### src/rtl/maze_button_conditioner.sv
// -----------------------------------------------------------------------------
// maze_button_conditioner
//
// Purpose:
//   Front end for the maze core's direction inputs. It turns four raw, bouncy,
//   asynchronous push buttons into clean levels, so that the core sees exactly
//   one rising edge of "any button held" for each physical press.
//
//   Optional feature: define MAZE_AUTOREPEAT_EN to enable keyboard-style
//   auto-repeat. A single button held for REPEAT_DELAY cycles makes dir_out
//   drop to 0 for REPEAT_GAP cycles. After that, it is asserted for
//   REPEAT_PERIOD cycles between further gaps. When the macro is undefined,
//   dir_out simply follows the debounced state.
//
// Ports:
//   clk            in   1  clock, all state on rising edge
//   rst            in   1  asynchronous reset, active-high
//   btn_raw        in   4  raw buttons {right,left,down,up}, async, active-high
//   dir_out        out  4  conditioned directions, same bit order (registered)
//   any_held       out  1  OR of debounced state, unaffected by repeat gaps
//   repeat_active  out  1  high while auto-repeat is in GAP or REPEAT
// -----------------------------------------------------------------------------
module maze_button_conditioner #(
  parameter int DEBOUNCE_CYCLES = 16,
  parameter int REPEAT_DELAY    = 4096,
  parameter int REPEAT_PERIOD   = 1024,
  parameter int REPEAT_GAP      = 4
) (
  input  logic       clk,
  input  logic       rst,
  input  logic [3:0] btn_raw,
  output logic [3:0] dir_out,
  output logic       any_held,
  output logic       repeat_active
);

  localparam int CW = $clog2(DEBOUNCE_CYCLES + 1);

  if (DEBOUNCE_CYCLES < 2 || REPEAT_GAP < 3 || REPEAT_DELAY < 1 || REPEAT_PERIOD < 1) begin : g_bad_params
    $error("maze_button_conditioner: parameter out of range");
  end

  // ---------------------------------------------------------------------------
  // Two-flop synchronizer, then per-bit debounce counters
  // ---------------------------------------------------------------------------
  logic [3:0]    sync1_q, sync2_q;
  logic [3:0]    deb_q, deb_d;
  logic [CW-1:0] cnt_q [4];
  logic [CW-1:0] cnt_d [4];

  // The counter counts consecutive synced samples that disagree with the
  // debounced bit. Any agreeing sample restarts it, so a bounce shorter than
  // DEBOUNCE_CYCLES never gets through. The toggle fires on the sample that
  // would bring the count to DEBOUNCE_CYCLES. That means the counter never
  // holds that value, and so it cannot wrap.
  always_comb begin
    deb_d = deb_q;
    for (int b = 0; b < 4; b++) begin
      cnt_d[b] = '0;
      if (sync2_q[b] != deb_q[b]) begin
        if (cnt_q[b] == CW'(DEBOUNCE_CYCLES - 1)) begin
          deb_d[b] = ~deb_q[b];
        end else begin
          cnt_d[b] = cnt_q[b] + 1'b1;
        end
      end
    end
  end

  always_ff @(posedge clk or posedge rst) begin
    if (rst) begin
      sync1_q <= '0;
      sync2_q <= '0;
      deb_q   <= '0;
      for (int b = 0; b < 4; b++) cnt_q[b] <= '0;
    end else begin
      sync1_q <= btn_raw;
      sync2_q <= sync1_q;
      deb_q   <= deb_d;
      for (int b = 0; b < 4; b++) cnt_q[b] <= cnt_d[b];
    end
  end

  // Next values of the output registers
  logic [3:0] dir_d;
  logic       active_d;

`ifdef MAZE_AUTOREPEAT_EN
  // ---------------------------------------------------------------------------
  // Auto-repeat FSM
  // ---------------------------------------------------------------------------
  localparam int TMAX_A = (REPEAT_DELAY > REPEAT_PERIOD) ? REPEAT_DELAY : REPEAT_PERIOD;
  localparam int TMAX   = (TMAX_A > REPEAT_GAP) ? TMAX_A : REPEAT_GAP;
  localparam int TW     = $clog2(TMAX + 1);

  typedef enum logic [1:0] {S_IDLE, S_PRESSED, S_GAP, S_REPEAT} state_t;

  state_t        state_q, state_d;
  logic [TW-1:0] timer_q, timer_d;

  // State register
  always_ff @(posedge clk or posedge rst) begin
    if (rst) begin
      state_q <= S_IDLE;
      timer_q <= '0;
    end else begin
      state_q <= state_d;
      timer_q <= timer_d;
    end
  end

  // Next state. The FSM looks at the debounced value being loaded this cycle
  // (deb_d). As a result, state and dir_out move on the same edge as the
  // debounced bits, and no stale cycle appears in between.
  always_comb begin
    state_d = state_q;
    timer_d = timer_q;
    if (deb_d == 4'b0000) begin
      state_d = S_IDLE;
      timer_d = '0;
    end else if (deb_d != deb_q) begin
      // A newly pressed or changed combination restarts the hold timing.
      // This wins over any timer expiry in the same cycle.
      state_d = S_PRESSED;
      timer_d = '0;
    end else begin
      unique case (state_q)
        S_IDLE: begin
          state_d = S_PRESSED;
          timer_d = '0;
        end
        S_PRESSED: begin
          // The timer saturates at the delay, so a multi-button hold parks
          // here and never repeats.
          if (timer_q == TW'(REPEAT_DELAY - 1)) begin
            if ($onehot(deb_q)) begin
              state_d = S_GAP;
              timer_d = '0;
            end
          end else begin
            timer_d = timer_q + 1'b1;
          end
        end
        S_GAP: begin
          if (timer_q == TW'(REPEAT_GAP - 1)) begin
            state_d = S_REPEAT;
            timer_d = '0;
          end else begin
            timer_d = timer_q + 1'b1;
          end
        end
        S_REPEAT: begin
          if (timer_q == TW'(REPEAT_PERIOD - 1)) begin
            state_d = S_GAP;
            timer_d = '0;
          end else begin
            timer_d = timer_q + 1'b1;
          end
        end
        default: begin
          state_d = S_IDLE;
          timer_d = '0;
        end
      endcase
    end
  end

  // Outputs, taken from the next state so they can be registered glitch-free
  always_comb begin
    dir_d    = (state_d == S_GAP) ? 4'b0000 : deb_d;
    active_d = (state_d == S_GAP) || (state_d == S_REPEAT);
  end
`else
  always_comb begin
    dir_d    = deb_d;
    active_d = 1'b0;
  end
`endif

  // ---------------------------------------------------------------------------
  // Output registers: no combinational path from btn_raw to any output
  // ---------------------------------------------------------------------------
  logic [3:0] dir_q;
  logic       held_q;
  logic       active_q;

  always_ff @(posedge clk or posedge rst) begin
    if (rst) begin
      dir_q    <= '0;
      held_q   <= 1'b0;
      active_q <= 1'b0;
    end else begin
      dir_q    <= dir_d;
      held_q   <= |deb_d;
      active_q <= active_d;
    end
  end

  assign dir_out       = dir_q;
  assign any_held      = held_q;
  assign repeat_active = active_q;

endmodule

### config.mk
export PLATFORM = sky130hd
export DESIGN_NAME = maze_button_conditioner
export DESIGN_NICKNAME = d
export VERILOG_FILES = /design/src/rtl/maze_button_conditioner.sv
export SDC_FILE = /design/constraint.sdc
export NUM_CORES = 1
export LEC_CHECK = 0
export CAP_MARGIN = 20
export CORE_ASPECT_RATIO = 0.5
export CORE_MARGIN = 2
export CORE_UTILIZATION = 40
export DETAILED_ROUTE_END_ITERATION = 16
export SKIP_CTS_REPAIR_TIMING = 1
export SLEW_MARGIN = 15
export SYNTH_ARGS = -nofsm -noshare
export SYNTH_HDL_FRONTEND = slang
export SYNTH_SLANG_ARGS = --single-unit
export TNS_END_PERCENT = 100
### constraint.sdc
create_clock -name clk -period 1.9 [get_ports clk]
set_clock_uncertainty 0.05 [all_clocks]
set_input_delay 0.19 -clock clk [delete_from_list [all_inputs] [get_ports clk]]
set_output_delay 0.19 -clock clk [all_outputs]
set_load 0.02 [all_outputs]
==> run summary <==
Synth area leader = dfrtp_1
# clock sinks = 33
first-pass GRT wire length = 2950 um
post-synthesis cell area = 1260 um^2
vias per cell = 4.62
Distinct cells, synth = 18
overall power = 1.48 mW
Remaining Overflow, GRT = 0
vias in the first global route = 679
Mapped Cells = 93
worst min-delay path class = input port to async pin
Starting Density = 0.421
leakage power = 0.811 nW
Final Max Slew Viols = 0
Post-Layout Cell Count = 151
Synth async-reset ratio = 1.00
layout cells sized above 1 = 0.135
root buffer cell = clkbuf_8
Post-synth top cells = dfrtp_1, xor2_1, nand2_1, nor2_1, and2_1
post-route cell area = 1530 um^2
Die X = 83.4 um
CTS HTree Levels = 2
Clock Path Buffers = 2
total core area = 3000 um^2
Detailed Route WL = 1660 um
Area contributors post-synth = dfrtp_1, xor2_1, ha_1
Worst-path clk slew = 0.07 ns
Final period util = 0.935
WP data required = 2.00 ns
Period minus WS final = 1.78 ns
Vias = 697
clk_lat worst skew = 0.27 ns
Post-DP Area = 1410 um^2
R2R Path Start = cnt_q[15]
HPWL after detailed placement = 1170 um
drc violations = 0
Placer Congestion = 0.795
cts bufs inserted = 5
syn nets = 103
PortBufs = 10
Yosys top cell area share = 0.655
CTS tree = yes
# rows = 14
Antenna Violating Nets Remaining = 0
footprint of the multi-input gates = 423 um^2
post-synthesis average cell area = 13.5 um^2
Routed WL per cell = 11.0 um
initial detailed-routing violation count = 14
CP Class = flop to flop
fill count = 253
crit path launch type = flop
ys flop type = dfrtp_1
status = finished clean
worst vdd ir = 0.620 mV
RSZ-0062 raised after global routing = no
register area share after synthesis = 0.655
# diodes = 0
max frequency = 0.563 GHz
Detailed Routing Iterations Pass 1 = 4
RR Endpoint = any_held
global-route usage over all layers = 0.109
setup_tns = 0 ns
crit path capture type = flop
Crit Path Max Fanout = 3
Nets = 120
Max-Cap Viols = 0
dpl cells = 143
worst reg-to-reg setup slack = 0.12 ns
FF+latch count, synth = 33
worst hold slack = 0.245 ns
largest net degree at the start of global routing = 34
Setup Viol. Count Final = 0
final hold violations = 0
EDFF count, synth = 0
Cell Pwr Density = 970 nW/um^2
die area = 3640 um^2
most common cell in the synthesized netlist = dfrtp_1
Synth Warn # = 0
Die Y = 43.7 um
CP Data Arrival Time = 1.87 ns
P&R area growth vs syn = 21.2%
num ports = 12
initial antenna violation count = 0
reg2reg path depth = 4
Register Area = 826 um^2
[where the power goes]
group	internal (mW)	switching, mW	total, mW
sequential	0.732	0.0208	0.753
combinational	0.0317	0.0357	0.0674
clock	0.427	0.233	0.660
total	1.19	0.289	1.48
[state kept, by name, summed over array words and instances, names as in the netlist]
name      cells
any_held      1
dir_out       4
cnt_q        20
sync2_q       4
sync1_q       4
[worst max-delay path by stage]
stage	cells after the start	endpoint	start	slack (ns)
after floorplan	4	any_held	cnt_q[5]	0.20
after global placement	4	any_held	cnt_q[5]	0.14
after detailed placement	4	any_held	cnt_q[5]	0.11
after CTS	4	any_held	cnt_q[15]	0.11
after global routing	4	any_held	cnt_q[5]	0.03
final	4	any_held	cnt_q[15]	0.12
[stage by stage]
stage | setup WS (ns) | utilization
after detailed placement | 0.110 | 0.471
final | 0.123 | 0.510
after global placement | 0.138 | 0.471
after floorplan | 0.196 | -
after CTS | 0.110 | 0.510
after global routing | 0.0342 | 0.510
[worst max-delay path: stages (launching register included)]
cell and delay [ns]:
dfrtp_1 0.39, ha_1 0.24, nand4b_1 0.14, mux2_2 0.36
or4_1 0.47
[per-layer routing]
metal | track usage | vias up | part of all wire
li1 | - | 345 | -
met1 | 0.140 | 341 | 0.50
met2 | 0.161 | 8 | 0.44
met3 | 0.0629 | 3 | 0.048
met4 | 0.0295 | 0 | 0.015
met5 | 0 | - | 0
[layout by cell type, fill, tap and decap left out, types with 2 or more instances in the layout]
cell / netlist / routed
dfrtp_1: 33 / 33
and3_1: 2 / 2
and2_1: 5 / 5
mux2_4: 2 / 2
nand4b_2: 2 / 2
mux2_2: 2 / 2
nand3_1: 4 / 4
nand2_1: 8 / 8
ha_1: 4 / 4
nand4b_1: 2 / 2
a31oi_1: 4 / 4
xor2_1: 12 / 12
nor2_1: 8 / 8
clkdlybuf4s50_1: 0 / 10
clkbuf_8: 0 / 6
[cells by family (layout without fill, tap and decap cells)]
kind of cell | Yosys count | count (layout) | share of synthesized area
flip-flops | 33 | 33 | 0.655
AND/OR/NAND/NOR | 33 | 33 | 0.148
XOR/XNOR | 12 | 12 | 0.0834
adder cells (fa/ha/maj) | 4 | 4 | 0.0397
AO/OA/AOI/OAI | 4 | 4 | 0.0199
multiplexers | 4 | 4 | 0.0417
buffers and inverters | 2 | 20 | 0.00894
other | 1 | 1 | 0.00298
[final cells by class]
cell class | count | area share
clock inverter | 1 | 0.0197
tap | 40 | 0.0328
timing repair buffer | 11 | 0.0705
clock buffer | 7 | 0.0566
sequential | 33 | 0.541
multi-input combinational | 58 | 0.277
inverter | 1 | 0.00246
Power figures use the tool's default switching activity.
